File: src/rtl/lidar_frame_parser.sv
// rtl/lidar_frame_parser.sv - TF-series LiDAR 9-byte range frame parser with checksum, timeout and counters
module lidar_frame_parser #(
  parameter logic [7:0] HEADER_BYTE    = 8'h59,
  parameter int         TIMEOUT_CYCLES = 100000
) (
  input  logic        clk_in,
  input  logic        rst_in,
  input  logic [7:0]  rx_data,
  input  logic        rx_valid,
  output logic [15:0] dist_o,
  output logic [15:0] strength_o,
  output logic [15:0] temp_o,
  output logic        frame_valid_o,
  output logic        csum_err_o,
  output logic        timeout_o,
  output logic [15:0] frame_count_o,
  output logic [7:0]  err_count_o,
  output logic        busy_o
);

  localparam int TW = (TIMEOUT_CYCLES > 2) ? $clog2(TIMEOUT_CYCLES) : 1;
  localparam logic [TW-1:0] TMO_LAST = TW'(TIMEOUT_CYCLES - 1);

  typedef enum logic [1:0] {
    HDR1    = 2'd0,
    HDR2    = 2'd1,
    PAYLOAD = 2'd2,
    CSUM    = 2'd3
  } state_t;

  state_t        state_q, state_d;
  logic          timeout_hit;
  logic [2:0]    idx_q;
  logic [7:0]    sum_q;
  logic [47:0]   shadow_q;   // payload bytes shift in from the top; byte 0 ends at [7:0]
  logic [TW-1:0] tmo_q;
  logic [15:0]   dist_q, strength_q, temp_q;
  logic [15:0]   frame_count_q, frame_count_d;
  logic [7:0]    err_count_q;
  logic          frame_valid_q, csum_err_q, timeout_q;
  logic          csum_ok;

  assign csum_ok = (rx_data == sum_q);

  // State register
  always_ff @(posedge clk_in) begin
    if (rst_in) begin
      state_q <= HDR1;
    end else begin
      state_q <= state_d;
    end
  end

  // Next-state logic; a byte arriving on the expiry cycle suppresses the timeout
  always_comb begin
    state_d     = state_q;
    timeout_hit = 1'b0;
    case (state_q)
      HDR1:    if (rx_valid && rx_data == HEADER_BYTE) state_d = HDR2;
      HDR2:    if (rx_valid) state_d = (rx_data == HEADER_BYTE) ? PAYLOAD : HDR1;
      PAYLOAD: if (rx_valid && idx_q == 3'd5) state_d = CSUM;
      CSUM:    if (rx_valid) state_d = HDR1;
      default: state_d = HDR1;
    endcase
    if (!rx_valid && state_q != HDR1 && tmo_q == TMO_LAST) begin
      state_d     = HDR1;
      timeout_hit = 1'b1;
    end
  end

  // Output logic from state
  always_comb begin
    busy_o = (state_q != HDR1);
  end

  // Good-frame counter next value, wraps naturally at 16 bits
  always_comb begin
    frame_count_d = frame_count_q;
    if (rx_valid && state_q == CSUM && csum_ok) frame_count_d = frame_count_q + 16'd1;
  end

  // Datapath: byte capture, running sum, timeout counter, result registers and strobes
  always_ff @(posedge clk_in) begin
    if (rst_in) begin
      idx_q         <= '0;
      sum_q         <= '0;
      shadow_q      <= '0;
      tmo_q         <= '0;
      dist_q        <= '0;
      strength_q    <= '0;
      temp_q        <= '0;
      frame_count_q <= '0;
      err_count_q   <= '0;
      frame_valid_q <= 1'b0;
      csum_err_q    <= 1'b0;
      timeout_q     <= 1'b0;
    end else begin
      frame_valid_q <= 1'b0;
      csum_err_q    <= 1'b0;
      timeout_q     <= timeout_hit;
      frame_count_q <= frame_count_d;

      if (rx_valid || state_d == HDR1) begin
        tmo_q <= '0;
      end else if (state_q != HDR1) begin
        tmo_q <= tmo_q + TW'(1);
      end

      if (rx_valid) begin
        case (state_q)
          HDR1: begin
            sum_q <= rx_data;
            idx_q <= '0;
          end
          HDR2: begin
            sum_q <= sum_q + rx_data;
          end
          PAYLOAD: begin
            shadow_q <= {rx_data, shadow_q[47:8]};
            sum_q    <= sum_q + rx_data;
            idx_q    <= idx_q + 3'd1;
          end
          CSUM: begin
            if (csum_ok) begin
              dist_q        <= shadow_q[15:0];
              strength_q    <= shadow_q[31:16];
              temp_q        <= shadow_q[47:32];
              frame_valid_q <= 1'b1;
            end else begin
              if (err_count_q != 8'hFF) err_count_q <= err_count_q + 8'd1;
              csum_err_q <= 1'b1;
            end
          end
          default: ;
        endcase
      end
    end
  end

  assign dist_o        = dist_q;
  assign strength_o    = strength_q;
  assign temp_o        = temp_q;
  assign frame_valid_o = frame_valid_q;
  assign csum_err_o    = csum_err_q;
  assign timeout_o     = timeout_q;
  assign frame_count_o = frame_count_q;
  assign err_count_o   = err_count_q;

endmodule

File: config.mk
export PLATFORM = sky130hd
export DESIGN_NAME = lidar_frame_parser
export DESIGN_NICKNAME = d
export VERILOG_FILES = /design/src/rtl/lidar_frame_parser.sv
export SDC_FILE = /design/constraint.sdc
export NUM_CORES = 1
export LEC_CHECK = 0
export CAP_MARGIN = 30
export CORE_MARGIN = 5
export CORE_UTILIZATION = 40
export DETAILED_ROUTE_END_ITERATION = 12
export GPL_TIMING_DRIVEN = 0
export PLACE_DENSITY_LB_ADDON = 0.1
export SYNTH_ARGS = -nofsm -noshare
export SYNTH_HDL_FRONTEND = slang
export SYNTH_SLANG_ARGS = --single-unit
File: constraint.sdc
create_clock -name clk_in -period 4.4 [get_ports clk_in]
set_input_delay 0.88 -clock clk_in [delete_from_list [all_inputs] [get_ports clk_in]]
set_output_delay 0.88 -clock clk_in [all_outputs]
set_load 0.01 [all_outputs]
**Word-level counts from Yosys, hierarchy flattened**

Index checks and enable logic that the tools add are counted.

- Bits of input ports: 11
- Register bits: 153
- Output and inout bits: 76

- Equality and inequality tests: 8
- $add $sub $neg: 5
- Reductions and logical operators: 21
- Multiplexer cells: 12
- Bitwise gates (word level): 3

Operators with widths:

| operator | number |
|---|---|
| adder 17 x 1 -> 17 bit (second input constant) | 1 |
| equality test 17 bit (second input constant) | 1 |
| adder 16 x 1 -> 16 bit (second input constant) | 1 |
| case mux 8 bit (2 select lines) | 1 |
| 2-to-1 mux 2 bit | 6 |
| adder 8 x 1 -> 8 bit (second input constant) | 1 |
| adder 8 bit | 1 |
| equality test 8 x 7 -> 1 bit (second input constant) | 1 |
| equality test 8 bit | 1 |
| != test 8 bit (second input constant) | 1 |
| case mux 2 bit (4 select lines) | 1 |
| logical AND 1 bit | 6 |
| case mux 3 bit (2 select lines) | 1 |
| AND reduction 2 bit | 3 |
| nonzero test 2 bit | 3 |
| equality test 2 bit (second input constant) | 2 |
| logical NOT 2 bit | 2 |
| AND reduction 4 bit | 1 |
| OR reduction 2 bit | 2 |
| adder 3 x 1 -> 3 bit (second input constant) | 1 |
| equality test 3 bit (second input constant) | 1 |
| 2-to-1 mux 1 bit | 3 |
| NOT 1 bit | 3 |
| AND reduction 3 bit | 1 |
| other kinds (4) | 4 |

**Longest topological paths before layout**

- Depth after elaboration: 8
- Depth in mapped cells: 10
- Gate-level depth less buffers: 9

**Least setup slack after synthesis**

Ideal clock, no wire load.

- Kind: input to register
- Start: input port rx_data[5]
- End: register frame_count_q[13] (netlist: frame_count_o[13])
- Library setup time: 128 ps
- Arrival time: 3,048 ps
- Data required time: 4,272 ps
- Path slack: 1,224 ps
- Stages on the path: 8
- Path through: ha_1 or4_1 nor4_4 nand3_1 buf_2 nor4_1 xnor2_1 nor2_1

- Cells in the longest elaborated chain, start to end: 2

RTL lines:

| element | line | text |
|---|---|---|
| start, declared | 8 | `input logic [7:0] rx_data,` |
| equality test 8 bit | 43 | `assign csum_ok = (rx_data == sum_q);` |
| logical AND 1 bit | 79 | `if (rx_valid && state_q == CSUM && csum_ok) frame_count_d = frame_count_q + 16'd1;` |
| end signal, assigned | 101 | `frame_count_q <= frame_count_d;` |
| end, declared | 38 | `logic [15:0] frame_count_q, frame_count_d;` |

Every way passes these cells.
A chain may end at the register's enable or synchronous reset.

**Worst setup path after layout**

Ends and elaborated chain as after synthesis.

==> metrics.txt <==
status complete, no violations; sequential share of the synthesized area 49.5%; Setup Skew between 0.007 and 0.008 ns; Critical Path Fanout Max 10; clock sink count 153; Data arrival, critical path 4.01 ns; worst hold endpoint strength_o[11]; first-pass GRT wire length 24500 um; max layer used met4; Ports between 80 and 90; CTS tree built; Synth area leaders dfxtp_1 49%, nand2_1 13%, a21oi_1 8.6%, nor2_1 3.8%, ha_1 3.4%; sequential standard cell area around 0.003 mm^2; GRT Total Usage ~17%; Root Buffer clkbuf_16; Final ANT Viol Nets 0; clock buffer depth 2; vias per cell 5.00; Initial Util 40.7%; Metal-1 WL 7070 um; final hold violations 0; drt first pass iters 4; P_int 2.40 mW; Core Rows between 40 and 50; Period minus WS final 3.71 ns; CTS Hold Bufs 0; RePlAce Congestion 0.791; power share of the combinational group 4.5%; delay of the slowest critical-path stage between 0.6 and 0.7 ns; Clock H-tree levels 4; Avg Inst Size Synth 8.16 um^2; Setup crit start kind input port; post-layout power 3.07 mW; Layout area overhead 27.6%; clock network fraction of total power 49.9%; final setup fails 0; Async SR Flop Fraction 0%; commonest non-fill, non-tap cell in the layout nand2_1; core area 0.0152 mm^2; Netlist cell types between 40 and 50; Switch Pwr around 0.67 mW; Peak VDD IR 0.000262 V; Gates resized, CTS repair 0; Routed WL 15000 um; hold path depth 2; Critical Path End Type register; CP max-delay cell or4_1; crit path buf inv count 2; placed inst area 0.00727 mm^2; R2R setup slack 1.38 ns; DP HPWL 11100 um; worst skew pair latency approximately 0.42 ns; Worst R2R End frame_count_o[13]; Post-synth top flop dfxtp_1; Least-Margin Pin Slew 0.957 ns; DRC Markers 0; Register-to-Register Path Depth 8; syn_nets 787; met2 wire length a little over 7000 um; Leakage 2.60 nW; met3 WL 541 um; synthesized area 0.00619 mm^2; Max-Cap Viols 0; Post-Route Setup TNS 0 ns; area share of the leading cell type in the synthesized netlist around 49%; layout cells sized above 1 3.77%; reg2reg start sum_q[5]; Worst Hold Class reg -> reg; hold path startpoint strength_o[11]; multi-input logic area between 0.002 and 0.003 mm^2; Worst slew margin 35.4%; Sw Share around 22%; FF+latch count, synth 153; Setup Crit Path Kind in -> reg; Die ar. 0.0181 mm^2; cell area power density 389 mW/mm^2; largest net degree at the start of global routing 17; area leader, netlist dfxtp_1; IO Port Bufs 85; Die Span Y approximately 130 um; fin crit share 84.4%; Worst EP required 4.70 ns; Routed WL per cell around 14 um; Reg power frac 45.6%; vias in the first global route 5081; Largest delay share family, worst path simple AND/OR/NAND/NOR gates; diode count 0; Layout Nets 891; Post-synth EDFFs 0; Pins Over Slew Limit 0; CTS clk-pin slew, worst paths 0.06 ns; Cells after Synth 758; CTS Buf Count 17; initial antenna violation count 0; Finished Cell Area 0.00789 mm^2; via count 5316; Post-CTS Setup Bufs 0; die width roughly 130 um; Max Clk Rate 0.269 GHz; DR iter-0 viols around 250; commonest non-fill, non-tap cells in the layout 214 x nand2_1, 153 x dfxtp_1, 106 x a21oi_1, 85 x clkdlybuf4s50_1, 62 x nor2_1; gr ovfl total 0; Cell Chain, Critical Path clkdlybuf4s50_1 > ha_1 > or4_1 > nor4_4 > nand3_1 > buf_2 > nor4_1 > xnor2_1 > nor2_1; RSZ-0062 raised after global routing false; YS warnings 0; number of fill cells 1475
-- flip-flops by register name, indices dropped and copies added (netlist names) --
signal         cells
timeout_o          1
temp_o            16
tmo_q             17
idx_q              3
frame_count_o     16
state_q            2
csum_err_o         1
sum_q              8
err_count_o        8
shadow_q          48
dist_o            16
strength_o        16
frame_valid_o      1
-- per-layer routing --
metal	vias up	global-route usage (%)
met3	12	3.15
met1	2475	21.6
li1	2736	-
met4	0	6.56
met2	93	28.0
met5	-	0
-- worst max path at each step --
stage	from	slack [ns]	end	cells after the start
after detailed placement	rx_data[5]	0.23	err_count_o[4]	8
after global placement	rx_data[5]	0.23	frame_count_o[13]	9
final	rx_data[5]	0.69	frame_count_o[13]	9
after CTS	rx_data[5]	0.67	frame_count_o[13]	9
after floorplan	rx_data[5]	1.22	frame_count_o[13]	8
after global routing	rx_data[5]	0.40	frame_count_o[14]	9
-- cell type report --
type | count | area share, %
clock buffers | 20 | 5.66
clock inverters | 12 | 2.19
inverters | 12 | 0.571
well taps | 188 | 2.98
repair buffers | 85 | 10.8
plain buffers | 43 | 2.06
multi-input cells | 550 | 37.0
flip-flops and latches | 153 | 38.8
-- power by group through the flow --
stage / clock network [mW] / logic (mW) / registers, mW
finish: 1.53 / 0.137 / 1.40
global route: 1.61 / 0.152 / 1.40
CTS: 1.56 / 0.138 / 1.40
detailed placement: 0 / 0.137 / 1.43
global placement: 0 / 0.134 / 1.43
floorplan: 0 / 0.0935 / 1.43
-- kinds of logic (layout without fill, tap and decap cells) --
family / count (synthesis) / count (layout) / share of synthesized area, %
DFF: 153 / 153 / 49.5
adders and majority gates: 18 / 18 / 3.76
buffers and inverters: 55 / 172 / 3.36
muxes: 8 / 8 / 1.29
and+or+nand+nor: 347 / 347 / 24.1
xor gates and xnor gates: 41 / 41 / 5.80
AOI/OAI and AO/OA: 136 / 136 / 12.2
-- per-stage QoR --
stage                     hold WS (ns)  util (%)  setup WS [ns]  std cells
final                            0.452      51.9          0.686       1063
after global routing             0.473      51.9          0.399       1063
after CTS                        0.455      51.9          0.670       1063
after detailed placement         0.446      47.9          0.231       1031
after global placement           0.444      47.9          0.234       1031
after floorplan                  0.432         -           1.22        758
-- worst reg2reg max path: stages (launching register included) --
cell and delay, ns:
dfxtp_1 0.31, ha_1 0.34, or4_1 0.65, nor4_4 0.59, nand3_1 0.21, buf_2 0.23
nor4_1 0.35, xnor2_1 0.16, nor2_1 0.06
-- synth_stat cells (2+ instances only) --
| master | count |
|---|---|
| dfxtp_1 | 153 |
| nor3_1 | 7 |
| nand4_1 | 5 |
| and4_1 | 3 |
| a211o_1 | 2 |
| ha_1 | 17 |
| o211ai_1 | 2 |
| a211oi_1 | 6 |
| o21ai_0 | 6 |
| nor4_1 | 8 |
| xor2_1 | 17 |
| a311oi_1 | 3 |
| clkbuf_1 | 41 |
| or4_1 | 2 |
| nor3b_1 | 2 |
| nand3_1 | 18 |
| nor2b_1 | 5 |
| or3_1 | 5 |
| a21oi_1 | 106 |
| nor2_1 | 62 |
| inv_1 | 12 |
| and3_1 | 5 |
| xnor2_1 | 24 |
| nand2b_1 | 3 |
| nand2_1 | 214 |
| and2_1 | 2 |
| and4b_1 | 2 |
| mux2i_1 | 8 |
No activity file was read; power rests on OpenSTA's default activity.
